===== config.mk =====
export PLATFORM = sky130hd
export DESIGN_NAME = wave_gen
export DESIGN_NICKNAME = d
export VERILOG_FILES = /design/src/rtl/wave_gen.sv
export SDC_FILE = /design/constraint.sdc
export NUM_CORES = 1
export LEC_CHECK = 0
export CORE_ASPECT_RATIO = 1.5
export CORE_MARGIN = 2
export CORE_UTILIZATION = 54
export DETAILED_ROUTE_END_ITERATION = 8
export PLACE_DENSITY = 0.78
export SYNTH_ARGS = -nofsm -noshare
export SYNTH_HDL_FRONTEND = slang
export SYNTH_SLANG_ARGS = --single-unit

===== constraint.sdc =====
create_clock -name clk -period 6.2 [get_ports clk]
set_input_delay 0.93 -clock clk [delete_from_list [all_inputs] [get_ports clk]]
set_output_delay 0.93 -clock clk [all_outputs]
set_load 0.05 [all_outputs]

===== src/rtl/wave_gen.sv =====
// DDS waveform source feeding the SPI DAC sequencer: square/saw/triangle with attenuation.
// Define WAVE_GEN_SINE_LUT_EN to add a quarter-wave sine ROM on wave_sel=3.
module wave_gen #(
    parameter int ACC_W      = 16,
    parameter int SAMPLE_DIV = 64,
    parameter int DIV_W      = 8
) (
    input  logic             clk,
    input  logic             rst,
    input  logic             en,
    input  logic [1:0]       wave_sel,
    input  logic [ACC_W-1:0] freq_word,
    input  logic [1:0]       amp_sh,
    output logic [11:0]      data,
    output logic             data_valid
);

    typedef enum logic {IDLE, RUN} state_e;

    localparam logic [DIV_W-1:0] DIV_LAST = DIV_W'(SAMPLE_DIV - 1);
    localparam logic [11:0]      MID      = 12'h800;

    state_e           state_q, state_d;
    logic [ACC_W-1:0] phase_q, phase_d;
    logic [DIV_W-1:0] div_q, div_d;
    logic [ACC_W-1:0] freq_s_q, freq_s_d;
    logic [1:0]       wave_s_q, wave_s_d;
    logic [1:0]       amp_s_q, amp_s_d;
    logic [11:0]      data_q, data_d;
    logic             valid_q, valid_d;

    logic             tick;
    logic [ACC_W:0]   sum;
    logic [11:0]      p;
    logic [11:0]      raw;

    function automatic logic [11:0] atten(input logic [11:0] r, input logic [1:0] sh);
        logic signed [12:0] dev;
        dev = $signed({1'b0, r}) - 13'sd2048;
        dev = dev >>> sh;
        return 12'(dev + 13'sd2048);
    endfunction

    assign tick = (state_q == RUN) && (div_q == DIV_LAST);
    assign sum  = {1'b0, phase_q} + {1'b0, freq_s_q};
    assign p    = sum[ACC_W-1 -: 12];

    always_comb begin
        raw = MID;
        unique case (wave_s_q)
            2'd0:    raw = p[11] ? 12'h000 : 12'hFFF;
            2'd1:    raw = p;
            2'd2:    raw = p[11] ? ~{p[10:0], 1'b0} : {p[10:0], 1'b0};
            default: raw = MID;
        endcase
    end

`ifdef WAVE_GEN_SINE_LUT_EN
    function automatic logic [10:0] sine_q(input int i);
        longint x, xa;
        x  = 2 * longint'(i) + 1;
        xa = x * (1024 - x);
        return 11'((2047 * 4 * xa) / (1310720 - xa));
    endfunction

    logic [10:0] rom [256];
    for (genvar i = 0; i < 256; i++) begin : g_rom
        assign rom[i] = sine_q(i);
    end

    logic        sin_pend_q, sin_pend_d;
    logic        sin_neg_q, sin_neg_d;
    logic [1:0]  sin_amp_q, sin_amp_d;
    logic [10:0] rom_q, rom_d;
    logic [7:0]  sin_idx;
    logic [12:0] sin_hi;
    logic [11:0] sin_raw;

    assign sin_idx = p[10] ? ~p[9:2] : p[9:2];
    assign sin_hi  = 13'd2048 + {2'b00, rom_q};
    assign sin_raw = sin_neg_q ? 12'(13'd2048 - {2'b00, rom_q})
                   : (sin_hi[12] ? 12'hFFF : sin_hi[11:0]);
`endif

    always_comb begin
        state_d  = state_q;
        phase_d  = phase_q;
        div_d    = div_q;
        freq_s_d = freq_s_q;
        wave_s_d = wave_s_q;
        amp_s_d  = amp_s_q;
        data_d   = data_q;
        valid_d  = 1'b0;
`ifdef WAVE_GEN_SINE_LUT_EN
        sin_pend_d = 1'b0;
        sin_neg_d  = sin_neg_q;
        sin_amp_d  = sin_amp_q;
        rom_d      = rom_q;
`endif
        unique case (state_q)
            IDLE: begin
                data_d  = MID;
                phase_d = '0;
                div_d   = '0;
                if (en) begin
                    state_d  = RUN;
                    freq_s_d = freq_word;
                    wave_s_d = wave_sel;
                    amp_s_d  = amp_sh;
                end
            end
            RUN: begin
                if (!en) begin
                    // Stop wins over a coincident tick: no sample, clean restart.
                    state_d = IDLE;
                    phase_d = '0;
                    div_d   = '0;
                    data_d  = MID;
                end else begin
                    div_d = tick ? '0 : div_q + 1'b1;
`ifdef WAVE_GEN_SINE_LUT_EN
                    if (sin_pend_q) begin
                        data_d  = atten(sin_raw, sin_amp_q);
                        valid_d = 1'b1;
                    end
`endif
                    if (tick) begin
                        phase_d = sum[ACC_W-1:0];
`ifdef WAVE_GEN_SINE_LUT_EN
                        if (wave_s_q == 2'd3) begin
                            sin_pend_d = 1'b1;
                            sin_neg_d  = p[11];
                            sin_amp_d  = amp_s_q;
                            rom_d      = rom[sin_idx];
                        end else begin
                            data_d  = atten(raw, amp_s_q);
                            valid_d = 1'b1;
                        end
`else
                        data_d  = atten(raw, amp_s_q);
                        valid_d = 1'b1;
`endif
                        // Reload at wrap, or every tick while stalled at zero rate.
                        if (sum[ACC_W] || (freq_s_q == '0)) begin
                            freq_s_d = freq_word;
                            wave_s_d = wave_sel;
                            amp_s_d  = amp_sh;
                        end
                    end
                end
            end
            default: state_d = IDLE;
        endcase
    end

    always_ff @(posedge clk or negedge rst) begin
        if (!rst) begin
            state_q  <= IDLE;
            phase_q  <= '0;
            div_q    <= '0;
            freq_s_q <= '0;
            wave_s_q <= '0;
            amp_s_q  <= '0;
            data_q   <= MID;
            valid_q  <= 1'b0;
        end else begin
            state_q  <= state_d;
            phase_q  <= phase_d;
            div_q    <= div_d;
            freq_s_q <= freq_s_d;
            wave_s_q <= wave_s_d;
            amp_s_q  <= amp_s_d;
            data_q   <= data_d;
            valid_q  <= valid_d;
        end
    end

`ifdef WAVE_GEN_SINE_LUT_EN
    always_ff @(posedge clk or negedge rst) begin
        if (!rst) begin
            sin_pend_q <= 1'b0;
            sin_neg_q  <= 1'b0;
            sin_amp_q  <= '0;
            rom_q      <= '0;
        end else begin
            sin_pend_q <= sin_pend_d;
            sin_neg_q  <= sin_neg_d;
            sin_amp_q  <= sin_amp_d;
            rom_q      <= rom_d;
        end
    end
`endif

    assign data       = data_q;
    assign data_valid = valid_q;

endmodule

Word level (Yosys, flattened, before mapping)
Index checks and enable logic that the tools add are counted.

storage, ports and cells
  logic and storage cells = 59
  output and inout port bits = 13
  register bits = 58
  bits of input ports = 23

operators by class
  reductions and logical operators = 5
  muxes and demuxes = 31
  shift-type cells = 1
  bitwise logic cells = 2
  equal/unequal tests = 8
  add/sub/neg operators = 4

operators by type and width
  cell                                                  number
  two-way mux 16 bit                                    6
  case mux 16 bit (2 select lines)                      2
  two-way mux 12 bit                                    4
  case mux 12 bit (3 select lines)                      1
  case mux 12 bit (2 select lines)                      1
  adder 16 x 16 -> 17 bit                               1
  zero test 16 bit                                      1
  two-way mux 2 bit                                     8
  two-way mux 8 bit                                     2
  case mux 8 bit (2 select lines)                       1
  >>> shifter 13 x 2 -> 12 bit                          1
  subtractor 12 x 12 -> 13 bit (second input constant)  1
  adder 12 bit (second input constant)                  1
  inverter 12 bit                                       1
  adder 8 x 1 -> 8 bit (second input constant)          1
  == test 8 x 6 -> 1 bit (second input constant)        1
  case mux 2 bit (2 select lines)                       2
  two-way mux 1 bit                                     4
  != test 2 x 1 -> 1 bit (second input constant)        2
  != test 2 bit (second input constant)                 2
  AND reduction 4 bit                                   1
  != test 3 x 2 -> 1 bit (second input constant)        1
  == test 2 x 1 -> 1 bit (second input constant)        1
  == test 2 bit (second input constant)                 1
  4 further kinds                                       4

Depth between registers and ports, before layout
Gate-level depths: netlist of run 1.

  depth after elaboration = 10
  gate-level depth with buffers = 13
  mapped depth without buffers = 12

Worst setup path after synthesis of run 1
Ideal clock, no wire load.

  path type = flip-flop to flip-flop
  start point = register freq_s_q[0]
  end point = register data_q[6] (netlist: data[6])
  slack = 3238 ps
  cell stages (with the launch flop) = 13
  setup time = 74 ps
  arrival = 2888 ps
  period minus slack after synthesis = 2962 ps
  path through = dfrtp_1 ha_1 inv_1 fa_1 nand2b_1 a21oi_1 o211ai_1 nor3b_1 a211oi_1 or3_1 o211a_1 mux4_2 a21oi_2

on the way
  cells in the longest elaborated chain, start to end = 10
  elaborated cells between the ends (all ways) = 11
  classes of those cells = 3 x add/sub; 1 x shift; 6 x mux; 1 x bitwise

RTL lines
  element                               RTL line  RTL
  from (decl)                           26        logic [ACC_W-1:0] freq_s_q, freq_s_d;
  from (signal assigned)                170       freq_s_q <= freq_s_d;
  adder 16 x 16 -> 17 bit (*)           45        assign sum = {1'b0, phase_q} + {1'b0, freq_s_q};
  inverter 12 bit                       53        2'd2: raw = p[11] ? ~{p[10:0], 1'b0} : {p[10:0], 1'b0};
  two-way mux 12 bit                    53
  case mux 12 bit (3 select lines) (*)  50        unique case (wave_s_q)
  subtractor 12 x 12 -> 13 bit (*)      39        dev = $signed({1'b0, r}) - 13'sd2048;
  >>> shifter 13 x 2 -> 12 bit (*)      40        dev = dev >>> sh;
  adder 12 bit (*)                      41        return 12'(dev + 13'sd2048);
  two-way mux 12 bit (*)                127       if (tick) begin
  two-way mux 12 bit (*)                113       if (!en) begin
  case mux 12 bit (2 select lines) (*)  100       unique case (state_q)
  to (signal assigned)                  173       data_q <= data_d;
  to (decl)                             29        logic [11:0] data_q, data_d;

Every way passes the cells marked *; elsewhere a longest branch is shown, timed or not. The select of a mux whose other input is x is not followed.
A chain may end at the register's enable or synchronous reset.

Worst setup path in the final report of run 1
  start point = register freq_s_q[0]
  end point = register data_q[9] (netlist: data[9])

The elaborated chain is that of the path after synthesis.

==> results of run 1 <==
==> state kept, by name, summed over array words and instances (netlist names) <==
signal,cells
phase_q,16
data_valid,1
div_q,8
wave_s_q,2
freq_s_q,16
amp_s_q,2
state_q,1
data,12
==> critical path, cell delays in order (launching register included) <==
cell	delay, ns
sky130_fd_sc_hd__dfrtp_1	0.37
sky130_fd_sc_hd__ha_1	0.20
sky130_fd_sc_hd__inv_1	0.07
sky130_fd_sc_hd__fa_1	0.38
sky130_fd_sc_hd__nand2b_1	0.19
sky130_fd_sc_hd__a21oi_1	0.29
sky130_fd_sc_hd__o211ai_1	0.23
sky130_fd_sc_hd__a31oi_1	0.31
sky130_fd_sc_hd__xor2_1	0.53
sky130_fd_sc_hd__a21oi_1	0.15
sky130_fd_sc_hd__o22ai_1	0.32
sky130_fd_sc_hd__nor3_1	0.10
sky130_fd_sc_hd__a2111oi_1	0.45
==> area by class of cell <==
| class | instances | area (µm²) |
|---|---|---|
| clock buffer | 12 | 135 |
| clock inverter | 3 | 65.1 |
| fill | 668 | 2610 |
| inverter | 13 | 48.8 |
| multi-input combinational | 346 | 2420 |
| sequential | 58 | 1450 |
| tap | 100 | 125 |
| timing repair buffer | 38 | 368 |
==> synth_stat cells (all sizes together), types with 4 or more instances <==
| cell | instances |
|---|---|
| ha | 17 |
| or3 | 5 |
| buf | 9 |
| dfrtp | 57 |
| o21a | 4 |
| a21oi | 43 |
| o221ai | 4 |
| nor3 | 12 |
| mux2 | 22 |
| mux2i | 12 |
| inv | 11 |
| o211a | 4 |
| nand3 | 12 |
| a211oi | 7 |
| clkbuf | 16 |
| a31oi | 6 |
| nor2 | 29 |
| a21o | 5 |
| nor4 | 6 |
| o211ai | 13 |
| nand2b | 5 |
| xor2 | 6 |
| o21ai | 22 |
| xnor2 | 10 |
| nand2 | 54 |
==> logic make-up after synthesis <==
logic type / count (synthesis) / synth area share, %
simple gates: 138 / 16.2
xor+xnor: 16 / 3.47
buf+inv: 38 / 4.16
flops: 58 / 36.0
mux: 35 / 9.86
compound gates: 139 / 24.5
fa+ha+maj: 18 / 5.77
==> routing by layer <==
layer	up-vias	global-route usage (%)	part of all wire (%)
met2	137	47.9	50
met3	38	6.42	4.9
li1	1690	-	-
met1	1728	33.5	40
met4	0	13.8	4.3
met5	-	0	0
==> how the worst max path moves through the flow <==
| stage | startpoint | endpoint | slack, ns | cells after the start |
|---|---|---|---|---|
| after floorplan | freq_s_q[0]$_DFFE_PN0P_ | data[6]$_DFFE_PN0P_ | 3.24 | 12 |
| after global placement | phase_q[1]$_DFFE_PN0P_ | data[5]$_DFFE_PN0P_ | 2.61 | 10 |
| after detailed placement | freq_s_q[0]$_DFFE_PN0P_ | data[9]$_DFFE_PN0P_ | 2.62 | 12 |
| after CTS | freq_s_q[0]$_DFFE_PN0P_ | data[9]$_DFFE_PN0P_ | 2.55 | 12 |
| after global routing | freq_s_q[0]$_DFFE_PN0P_ | data[9]$_DFFE_PN0P_ | 2.20 | 12 |
| final | freq_s_q[0]$_DFFE_PN0P_ | data[9]$_DFFE_PN0P_ | 2.47 | 12 |
==> where the power goes <==
part	internal [W]	leakage, nW	total (W)	switching (W)
combinational	0.000122	1.07	0.000302	0.000180
clock	0.000224	0.100	0.000375	0.000151
sequential	0.000398	0.759	0.000436	0.0000372
total	0.000745	1.93	0.00111	0.000368
==> through the flow <==
stage	hold slack, ns	util [%]	cells
after global placement	0.478	61.1	555
final	0.501	63.8	570
after detailed placement	0.486	61.1	555
after floorplan	0.455	-	442
after global routing	0.511	63.8	570
after CTS	0.497	63.8	570
==> results, run 1 <==
- The setup TNS is 0 ns.
- The library cell used most frequently in the layout, excluding fill and tap cells, is sky130_fd_sc_hd__dfrtp_1.
- The total iterations of the first detailed-routing run is 9.
- The startpoint identified for the worst hold timing path is div_q[0]$_DFF_PN0_.
- The worst path setup slack after routing is 2.47 ns.
- The post-synthesis cell type with the largest combined area is sky130_fd_sc_hd__dfrtp_1.
- The die covers roughly 8200 µm².
- The area share of the largest cell type after synthesis is 35.4%.
- The cell area after synthesis is around 4000 µm².
- The synthesized netlist net count is about 480.
- The path class of the tightest hold or removal check is reg2reg.
- Entering global routing, the biggest net connects about 60 pins.
- The latest clock arrival within the worst-skew pair is around 0.36 ns.
- The number of synthesized register bits is 58.
- The worst setup slack for register-to-register paths is around 2.5 ns.
- The global-route wire length before repair is 17400 µm.
- In this run, distinct cell masters in the synthesized netlist total 73.
- The setup violation total in the final timing report is 0.
- The detailed router's first-iteration violation count is around 230.
- VDD sags by at most between 0.00015 and 0.0002 V.
- The average via count per standard cell is between 6 and 7.
- The longest clock path from root to sink contains 2 buffers.
- The completed layout was analyzed and its total power is 0.00111 W.
- The pre-CTS setup slack is about 2.6 ns.
- The clock drives 58 sinks.
- Between clock sinks in the finished design, the worst skew comes to 0.0109 ns.
- The worst register-to-register path has a depth of 12.
- The via count of the first global-routing pass is around 3500.
- The worst register-to-register path ends at data[9]$_DFFE_PN0P_.
- 36 I/O pins were placed.
- The width of the die is 74.6 µm.
- The number of pins exceeding their max-slew limit in the final report was 0.
- STA classifies the critical path startpoint as a register.
- The post-CTS clock slew at the launch and capture registers of the worst setup and hold paths is about 0.070 ns.
- The remaining max-slew budget at the tightest pin is between 30 and 40%.
- Once the clock tree was built, the resizer swapped 0 gates to a different size.
- Once detail routing completed, the nets flagged for antenna violations numbered 0.
- Setup repair after global routing left no endpoint under its margin.
- At the end of the flow, the number of nets in the layout was between 500 and 600.
- The cell depth of the worst hold path is 1.
- For the worst setup path, the data arrival time is 3.95 ns.
- Global routing consumed, over all layers together, roughly 28% of the routing resources.
- Summed over all layers, the routed wires come to roughly 11000 µm.
- Leaving out fill and tap cells, the most frequent cells in the layout are sky130_fd_sc_hd__dfrtp_1 (57), sky130_fd_sc_hd__nand2_1 (53), sky130_fd_sc_hd__a21oi_1 (39).
- The post-route fraction of the period consumed by the critical path is around three fifths.
- For this block, the via count after detailed routing is 3593.
- The power density over the cells is approximately 240 nW/µm².
- Hold repair after CTS inserted 0 buffers.
- After routing the design area is ~4600 µm².
- The static leakage is 1.93 nW.
- The worst setup path is of the reg2reg kind.
- Sorting the synthesized cells by area gives the leading types as sky130_fd_sc_hd__dfrtp_1 (35%), sky130_fd_sc_hd__mux2_2 (5.9%), sky130_fd_sc_hd__ha_1 (5.3%).
- The upper clock frequency limit is between 200 and 300 MHz.
- The number of diodes is 0.
- The number of endpoints with negative hold slack in the final report is 0.
- The Yosys step of the flow raised 0 warnings.
- The TritonCTS clock tree is done.
- The number of antenna violations at the first check in global routing came to 0.
- After synthesis, the mean cell area works out to 9.13 µm².
- The number of max-cap violations is 0.
- For this configuration, the core starts out at a cell density of between 50% and 60%.
- Clock tree synthesis inserted a total of 9 buffers.
- The floorplan die height is roughly 110 µm.
- Of the synthesized area, sequential elements account for between 30 and 40%.
- For this run, design rule violations remaining after detail routing come to 0.
- The synthesized netlist cell count is approximately 440.
- In the synthesized netlist the async set-or-reset flop fraction comes to 100%.
- The placeable core region is between 7000 and 8000 µm².
- The remaining global-route overflow is 0.
- Compared with the post-synthesis result, the final layout area differs by 14.4%.
- The count of H-tree levels built during CTS is 3.
- The endpoint required time on the critical path is between 6 and 7 ns.
- The origin of the critical flop-to-flop path is freq_s_q[0]$_DFFE_PN0P_.
- During placement, the flow inserted port buffers numbering 35.
- Dividing the detail-routed wire length by the instance count gives around 19 µm.
- The peak fanout along the critical path is 8.
- The ratio of cells with drive above 1 in the final layout is 13.0%.
- Once placement finished, the instance area stood at 4410 µm².
- Yosys mapped a number of flops with a built-in enable equal to 0.
- For hold timing, the worst endpoint is div_q[0]$_DFF_PN0_.
- The nature of the critical path endpoint is a register.
- The congestion estimate from routability-driven global placement came to 0.954.
- Among all flip-flop cells after synthesis, the most frequent one is sky130_fd_sc_hd__dfrtp_1.
- Summed over all nets, the half-perimeter wirelength after detailed placement is 7710 µm.
- The root buffer selected by CTS is sky130_fd_sc_hd__clkbuf_8.
- Row generation in the floorplan step produced 38 rows.
- The run finished with clean final reports.
- At the pin with the least slew margin, the transition time is approximately 0.94 ns.
- Buffers added to address setup during post-CTS repair amount to 0.
- The worst path in the final design needs a cycle of roughly 3.7 ns, including I/O delays and setup.
(Power assumes the default switching activity.)
==> inputs of run 2 (changes only) <==
==> constraint.sdc (replaced) <==
create_clock -name clk -period 3.5 [get_ports clk]
set_input_delay 0.525 -clock clk [delete_from_list [all_inputs] [get_ports clk]]
set_output_delay 0.525 -clock clk [all_outputs]
set_load 0.05 [all_outputs]
==> run 2 against run 1 <==
Clock skew fell by 0.0026 ns. Power up 82%. Critical endpoint is now data[6]$_DFFE_PN0P_. First-iteration DRC count grew 32%. Routed wire length increased by 1.9%. Global-route usage up 0.72 points.
==> results, run 2 (synthesis gave the netlist of run 1 again) <==
- The cell internal power dissipation is 0.00134 W (was 0.000745 W).
- The quantity of I/O buffers inserted on ports is 35 (unchanged).
- The count of H-tree levels built during CTS is 3 (unchanged).
- The type of the worst min-delay path is in2async (was reg2reg).
- The maximum single-stage delay on the critical path is 0.52 ns (was 0.53 ns).
- The total chip power came to 0.00202 W (was 0.00111 W).
- The fraction of power consumed by combinational cells is 27.7% (was 27.1%).
- The final net count was 512 (was 507).
- The number of pins exceeding their max-slew limit in the final report is 0 (unchanged).
- The family with the most delay on the worst path is compound AO/OA/AOI/OAI gates (unchanged).
- The wire length per cell after detailed routing was 19.1 µm (was 19.0 µm).
- The remaining global-route overflow came to 0 (unchanged).
- The class of the most critical setup path was reg2reg (unchanged).
- The cell count after placement is 560 (was 555).
- The worst hold margin is 0.307 ns (was 0.501 ns).
- The ratio of cells with drive above 1 in the final layout is 16.0% (was 13.0%).
- The global placement routability congestion is 0.987 (was 0.954).
- The post-DP HPWL is 7760 µm (was 7710 µm).
- The count of cells resized by post-cts repair is 0 (unchanged).
- The remaining max-slew budget at the tightest pin came to 34.7% (was 37.6%).
- The number of buffers created by CTS is 9 (unchanged).
- The post-CTS clock slew at the launch and capture registers of the worst setup and hold paths came to 0.07 ns (about the same).
- The clock net sink count is 58 (unchanged).
- The total number of vias was 3633 (was 3593).
- The peak fanout along the critical path is 4 (was 8).
- The critical path's slowest cell is sky130_fd_sc_hd__mux4_2 (was sky130_fd_sc_hd__xor2_1).
- The post-detailed-routing wire length came to 11000 µm (was 10800 µm).
- The latest clock arrival within the worst-skew pair is 0.36 ns (about the same).
- The number of diodes came to 0 (unchanged).
- The total routing usage reported by global routing is 29.1% (was 28.4%).
- The pin slew with the least headroom to its limit came to 0.979 ns (was 0.936 ns).
- The cell area after layout is 4710 µm² (was 4610 µm²).
- The commonest non-fill, non-tap cell in the layout is sky130_fd_sc_hd__dfrtp_1 (unchanged).
- The endpoint required time on the critical path came to 3.79 ns (was 6.42 ns).
- The global-route wire length before repair is 17900 µm (was 17400 µm).
- The most numerous cell on the critical path is sky130_fd_sc_hd__a21oi_2 (was sky130_fd_sc_hd__a21oi_1).
- The upper clock frequency limit is 295 MHz (was 268 MHz).
- The fraction of power spent switching nets is 33.6% (was 33.1%).
- The residual antenna-violating net count after detailed routing is 0 (unchanged).
- The sequential cell fraction of total power is 37.6% (was 39.2%).
- The nature of the critical path endpoint is a register (unchanged).
- The count of buffers added by post-CTS timing repair for setup was 0 (unchanged).
- The non-filler instance count after layout is 576 (was 570).
- The number of buffers and inverters on the critical path is 1 (unchanged).
- The placeable core region is 7230 µm² (unchanged).
- The count of hold-fix buffers inserted at cts is 0 (unchanged).
- The number of inserted filler cells in the final layout is 618 (was 668).
- The number of endpoints with negative hold slack in the final report is 0 (unchanged).
- The worst endpoint data arrival time is 3.67 ns (was 3.95 ns).
- The largest net degree at the start of global routing is 44 (was 59).
- The number of max-cap violations is 0 (unchanged).
- The post-route fraction of the period consumed by the critical path came to 96.7% (was 60.2%).
- The setup violation total in the final timing report is 0 (unchanged).
- Result of the run: finished clean (unchanged).
- The static leakage came to 1.97 nW (was 1.93 nW).
- Chain of cells forming the critical path: ha_1 > inv_1 > fa_1 > nand2b_1 > a21oi_2 > o211ai_1 > nor3b_2 > a211oi_2 > or3_1 > o211a_1 > mux4_2 > a21oi_2 (was ha_1 > inv_1 > fa_1 > nand2b_1 > a21oi_1 > o211ai_1 > a31oi_1 > xor2_1 > a21oi_1 > o22ai_1 > nor3_1 > a2111oi_1).
- The number of rows created at floorplan is 38 (unchanged).
- The detailed router's first-iteration violation count is 300 (was 227).
- The post-route DRC violation count is 0 (unchanged).
- The number of primary I/O pins is 36 (unchanged).
- The switching power total is 0.000679 W (was 0.000368 W).
- The maximum vdd ir drop came to 0.000270 V (was 0.000196 V).
- The width of the die is 74.6 µm (unchanged).
- The end-of-flow core utilization came to 65.2% (was 63.8%).
- The total iterations of the first detailed-routing run is 5 (was 9).
- The power share of the clock group is 34.8% (was 33.7%).
- Leading cell types in the layout, fill and taps excluded: sky130_fd_sc_hd__dfrtp_1 (57), sky130_fd_sc_hd__nand2_1 (53), sky130_fd_sc_hd__a21oi_1 (38) (was sky130_fd_sc_hd__dfrtp_1 (57), sky130_fd_sc_hd__nand2_1 (53), sky130_fd_sc_hd__a21oi_1 (39)).
- The maximum buffer depth of the clock tree was 2 (unchanged).
- The clock period minus worst slack is 3.38 ns (was 3.73 ns).
- The number of antenna violations at the first check in global routing is 0 (unchanged).
- Unrepaired setup endpoints after global routing: true (was false).
- The kind of start point of the critical path is a register (unchanged).
- The maximum clock skew at final layout is 0.00837 ns (was 0.0109 ns).
- The initial core utilization is 55.8% (unchanged).
- The area added between synthesis and finish came to 16.7% (was 14.4%).
- The power density over the cells is 429 nW/µm² (was 241 nW/µm²).
- The floorplan die height is 110 µm (unchanged).
- The TritonCTS clock tree is done (unchanged).
- The average via count per standard cell was 6.31 (was 6.30).
- The total die area is 8190 µm² (unchanged).
- The root buffer selected by CTS is sky130_fd_sc_hd__clkbuf_8 (unchanged).
- The via count of the first global-routing pass was 3712 (was 3505).
- The instance area at placement is 4450 µm² (was 4410 µm²).
run 2: cell count changes in the layout (fill, tap and decap cells not counted), sizes merged:
cell      change
clkbuf        +1
bufinv        -1
buf           +5
clkinv        -1
clkinvlp      +2
run 2: worst paths after layout:
check | from | to | slack, ns | depth (start not counted)
hold reg to reg | div_q[0]$_DFF_PN0_ | div_q[0]$_DFF_PN0_ | 0.48 | 1
setup reg to reg | phase_q[0]$_DFFE_PN0P_ | data[6]$_DFFE_PN0P_ | 0.12 | 12
max in group asynchronous | rst | freq_s_q[13]$_DFFE_PN0P_ | 2.38 | 2
hold / removal | rst | data_valid$_DFF_PN0_ | 0.31 | 1
setup / recovery | phase_q[0]$_DFFE_PN0P_ | data[6]$_DFFE_PN0P_ | 0.12 | 12
min in group clk | div_q[0]$_DFF_PN0_ | div_q[0]$_DFF_PN0_ | 0.48 | 1
run 2: area by class of cell:
type	count	area, µm²	area share, %
Multi-Input combinational cell	346	2450	52.1
Clock inverter	3	45.0	0.956
Tap cell	100	125	2.66
Inverter	13	48.8	1.04
Timing Repair Buffer	43	405	8.61
Clock buffer	13	179	3.80
Sequential cell	58	1450	30.8
run 2: power by group through the flow:
stage          combinational (W)  sequential (W)  clock [W]
5_1_grt                 0.000613        0.000766   0.000736
6_report                0.000559        0.000760   0.000703
3_3_place_gp            0.000532        0.000770          0
4_1_cts                 0.000546        0.000759   0.000703
2_1_floorplan           0.000425        0.000739          0
3_5_place_dp            0.000542        0.000772          0
run 2: per-layer routing:
metal / GRT usage (%) / vias up / part of all wire, % / wire length (µm)
met3: 5.13 / 40 / 5.3 / 581
li1: - / 1695 / - / -
met5: 0 / - / 0 / 0
met4: 16.8 / 0 / 4.4 / 486
met1: 33.9 / 1744 / 39 / 4280
met2: 49.3 / 154 / 51 / 5670
run 2: through the flow:
step / worst slack [ns] / TNS (ns)
after floorplan: 0.538 / 0
after global routing: -0.0419 / -0.0419
after global placement: 0.206 / 0
after CTS: 0.0678 / 0
after detailed placement: 0.167 / 0
final: 0.116 / 0
==> inputs of run 3 (changes only) <==
--- a/config.mk
+++ b/config.mk
@@ -10,6 +10,7 @@
 export CORE_UTILIZATION = 54
 export DETAILED_ROUTE_END_ITERATION = 8
 export PLACE_DENSITY = 0.78
+export SKIP_LAST_GASP = 1
 export SYNTH_ARGS = -nofsm -noshare
 export SYNTH_HDL_FRONTEND = slang
 export SYNTH_SLANG_ARGS = --single-unit
==> constraint.sdc (replaced) <==
create_clock -name clk -period 3.5 [get_ports clk]
set_input_delay 0.525 -clock clk [delete_from_list [all_inputs] [get_ports clk]]
set_output_delay 0.525 -clock clk [all_outputs]
set_load 0.1 [all_outputs]
==> run 3 against run 2 <==
Final area unchanged. First-iteration DRC count unchanged. Sequential cell count unchanged. Largest power group unchanged. Combinational power about the same. Setup slack unchanged. Highest routed layer unchanged. Clock skew unchanged. Critical path depth unchanged. Largest cell class unchanged. Count of clock-buffer cells in the layout unchanged.
==> results, run 3 (synthesis gave the netlist of run 1 again) <==
- The cell internal power dissipation is 0.00134 W (unchanged).
- The number of buffers created by CTS is 9 (unchanged).
- The wire length per cell after detailed routing is 19.1 µm (unchanged).
- The post-detailed-routing wire length is 11000 µm (unchanged).
- Unrepaired setup endpoints after global routing: true (unchanged).
- The sequential cell fraction of total power is 37.6% (about the same).
- The quantity of I/O buffers inserted on ports came to 35 (unchanged).
- Chain of cells forming the critical path: ha_1 > inv_1 > fa_1 > nand2b_1 > a21oi_2 > o211ai_1 > nor3b_2 > a211oi_2 > or3_1 > o211a_1 > mux4_2 > a21oi_2 (unchanged).
- The static leakage is 1.97 nW (unchanged).
- The kind of start point of the critical path is a register (unchanged).
- The average via count per standard cell came to 6.31 (unchanged).
- The number of primary I/O pins is 36 (unchanged).
- The fraction of power consumed by combinational cells came to 27.7% (about the same).
- The end-of-flow core utilization is 65.2% (unchanged).
- The area added between synthesis and finish is 16.7% (unchanged).
- The detailed router's first-iteration violation count is 300 (unchanged).
- The width of the die is 74.6 µm (unchanged).
- The remaining global-route overflow is 0 (unchanged).
- The root buffer selected by CTS is sky130_fd_sc_hd__clkbuf_8 (unchanged).
- The ratio of cells with drive above 1 in the final layout is 16.0% (unchanged).
- The post-CTS clock slew at the launch and capture registers of the worst setup and hold paths is 0.07 ns (about the same).
- The number of rows created at floorplan is 38 (unchanged).
- The total die area is 8190 µm² (unchanged).
- The number of antenna violations at the first check in global routing came to 0 (unchanged).
- The critical path's slowest cell is sky130_fd_sc_hd__mux4_2 (unchanged).
- The count of buffers added by post-CTS timing repair for setup came to 0 (unchanged).
- The pin slew with the least headroom to its limit came to 0.979 ns (unchanged).
- The post-DP HPWL is 7760 µm (unchanged).
- The placeable core region is 7230 µm² (unchanged).
- The upper clock frequency limit was 295 MHz (unchanged).
- The TritonCTS clock tree was done (unchanged).
- The timing startpoint of the critical path is phase_q[0]$_DFFE_PN0P_ (unchanged).
- The residual antenna-violating net count after detailed routing is 0 (unchanged).
- The maximum buffer depth of the clock tree is 2 (unchanged).
- The maximum single-stage delay on the critical path came to 0.52 ns (about the same).
- The final net count is 512 (unchanged).
- The clock net sink count is 58 (unchanged).
- The power share of the clock group is 34.8% (about the same).
- The post-route fraction of the period consumed by the critical path came to 96.7% (unchanged).
- Leading cell types in the layout, fill and taps excluded: sky130_fd_sc_hd__dfrtp_1 (57), sky130_fd_sc_hd__nand2_1 (53), sky130_fd_sc_hd__a21oi_1 (38) (unchanged).
- The number of diodes was 0 (unchanged).
- The post-route DRC violation count came to 0 (unchanged).
- The cell count after placement is 560 (unchanged).
- The power density over the cells is 429 nW/µm² (unchanged).
- The most numerous cell on the critical path is sky130_fd_sc_hd__a21oi_2 (unchanged).
- The global-route wire length before repair is 17900 µm (unchanged).
- The clock period minus worst slack is 3.38 ns (unchanged).
- The total chip power is 0.00202 W (unchanged).
- The total routing usage reported by global routing came to 29.1% (unchanged).
- The initial core utilization is 55.8% (unchanged).
- The floorplan die height is 110 µm (unchanged).
- The endpoint required time on the critical path is 3.79 ns (about the same).
- The class of the most critical setup path was reg2reg (unchanged).
- The fraction of power spent switching nets is 33.6% (unchanged).
- The switching power total is 0.000679 W (unchanged).
- The non-filler instance count after layout was 576 (unchanged).
- The area of combinational cells with multiple inputs came to 2450 µm² (unchanged).
- The commonest non-fill, non-tap cell in the layout is sky130_fd_sc_hd__dfrtp_1 (unchanged).
- The number of inserted filler cells in the final layout is 618 (unchanged).
- The number of max-cap violations is 0 (unchanged).
- The origin of the critical flop-to-flop path is phase_q[0]$_DFFE_PN0P_ (unchanged).
- The latest clock arrival within the worst-skew pair is 0.36 ns (about the same).
- The peak fanout along the critical path was 4 (unchanged).
- The type of the worst min-delay path is in2async (unchanged).
- The via count of the first global-routing pass was 3712 (unchanged).
- The number of endpoints with negative hold slack in the final report was 0 (unchanged).
- The largest net degree at the start of global routing is 44 (unchanged).
- The maximum clock skew at final layout came to 0.00837 ns (unchanged).
- The sequential cell area in the final layout came to 1450 µm² (unchanged).
- The maximum vdd ir drop is 0.000270 V (unchanged).
- The remaining max-slew budget at the tightest pin is 34.7% (unchanged).
- The total number of vias is 3633 (unchanged).
- Result of the run: finished clean (unchanged).
- The count of H-tree levels built during CTS is 3 (unchanged).
- The global placement routability congestion is 0.987 (unchanged).
- The setup violation total in the final timing report was 0 (unchanged).
- The worst endpoint data arrival time is 3.67 ns (about the same).
- The nature of the critical path endpoint is a register (unchanged).
- The total iterations of the first detailed-routing run was 5 (unchanged).
- The number of pins exceeding their max-slew limit in the final report is 0 (unchanged).
run 3: cell counts in the layout (fill, tap and decap cells not counted):
Identical to the previous run, type by type.
run 3: worst max-delay path: cells and delay by family (launching register included):
kind / cells / cell delay [ns]
AOI/OAI and AO/OA: 5 / 0.90
adders and majority gates: 2 / 0.60
buffers and inverters: 1 / 0.07
DFF: 1 / 0.37
muxes: 1 / 0.52
and+or+nand+nor: 3 / 0.86
run 3: final timing paths:
path | to | slack (ns) | depth (start not counted)
worst max-delay path | data[6]$_DFFE_PN0P_ | 0.12 | 12
worst min-delay path | data_valid$_DFF_PN0_ | 0.31 | 1
worst max register to register | data[6]$_DFFE_PN0P_ | 0.12 | 12
worst min register to register | div_q[0]$_DFF_PN0_ | 0.48 | 1
max in group asynchronous | freq_s_q[13]$_DFFE_PN0P_ | 2.38 | 2
min in group clk | div_q[0]$_DFF_PN0_ | 0.48 | 1
run 3: layout make-up:
class | count | share of cell area (%)
timing repair buffer | 43 | 8.61
clock buffer | 13 | 3.80
sequential | 58 | 30.8
inverter | 13 | 1.04
tap | 100 | 2.66
multi-input combinational | 346 | 52.1
clock inverter | 3 | 0.956
run 3: through the flow:
step / setup TNS [ns] / hold slack, ns / setup slack [ns] / instance area (µm²)
final: 0 / 0.307 / 0.116 / 4710
after CTS: 0 / 0.367 / 0.0678 / 4670
after floorplan: 0 / 0.229 / 0.537 / 4030
after global placement: 0 / 0.471 / 0.206 / 4450
after detailed placement: 0 / 0.477 / 0.167 / 4450
after global routing: -0.0419 / 0.416 / -0.0419 / 4710
run 3: timing repair:
item | 4_1_cts | 5_1_grt
setup endpoints to repair | 0 | 8
resized for setup | 0 | 7
hold buffers | 0 | 0
run 3: layer usage:
| layer | vias to the layer above | track usage (%) | part of all wire [%] |
|---|---|---|---|
| met1 | 1744 | 33.9 | 39 |
| met5 | - | 0 | 0 |
| met4 | 0 | 16.8 | 4.4 |
| li1 | 1695 | - | - |
| met3 | 40 | 5.13 | 5.3 |
| met2 | 154 | 49.3 | 51 |
run 3: power groups by stage:
| stage | combinational [W] | clock [W] | sequential, W |
|---|---|---|---|
| 2_1_floorplan | 0.000425 | 0 | 0.000739 |
| 3_3_place_gp | 0.000532 | 0 | 0.000770 |
| 3_5_place_dp | 0.000542 | 0 | 0.000772 |
| 4_1_cts | 0.000546 | 0.000703 | 0.000759 |
| 5_1_grt | 0.000613 | 0.000736 | 0.000766 |
| 6_report | 0.000559 | 0.000703 | 0.000760 |
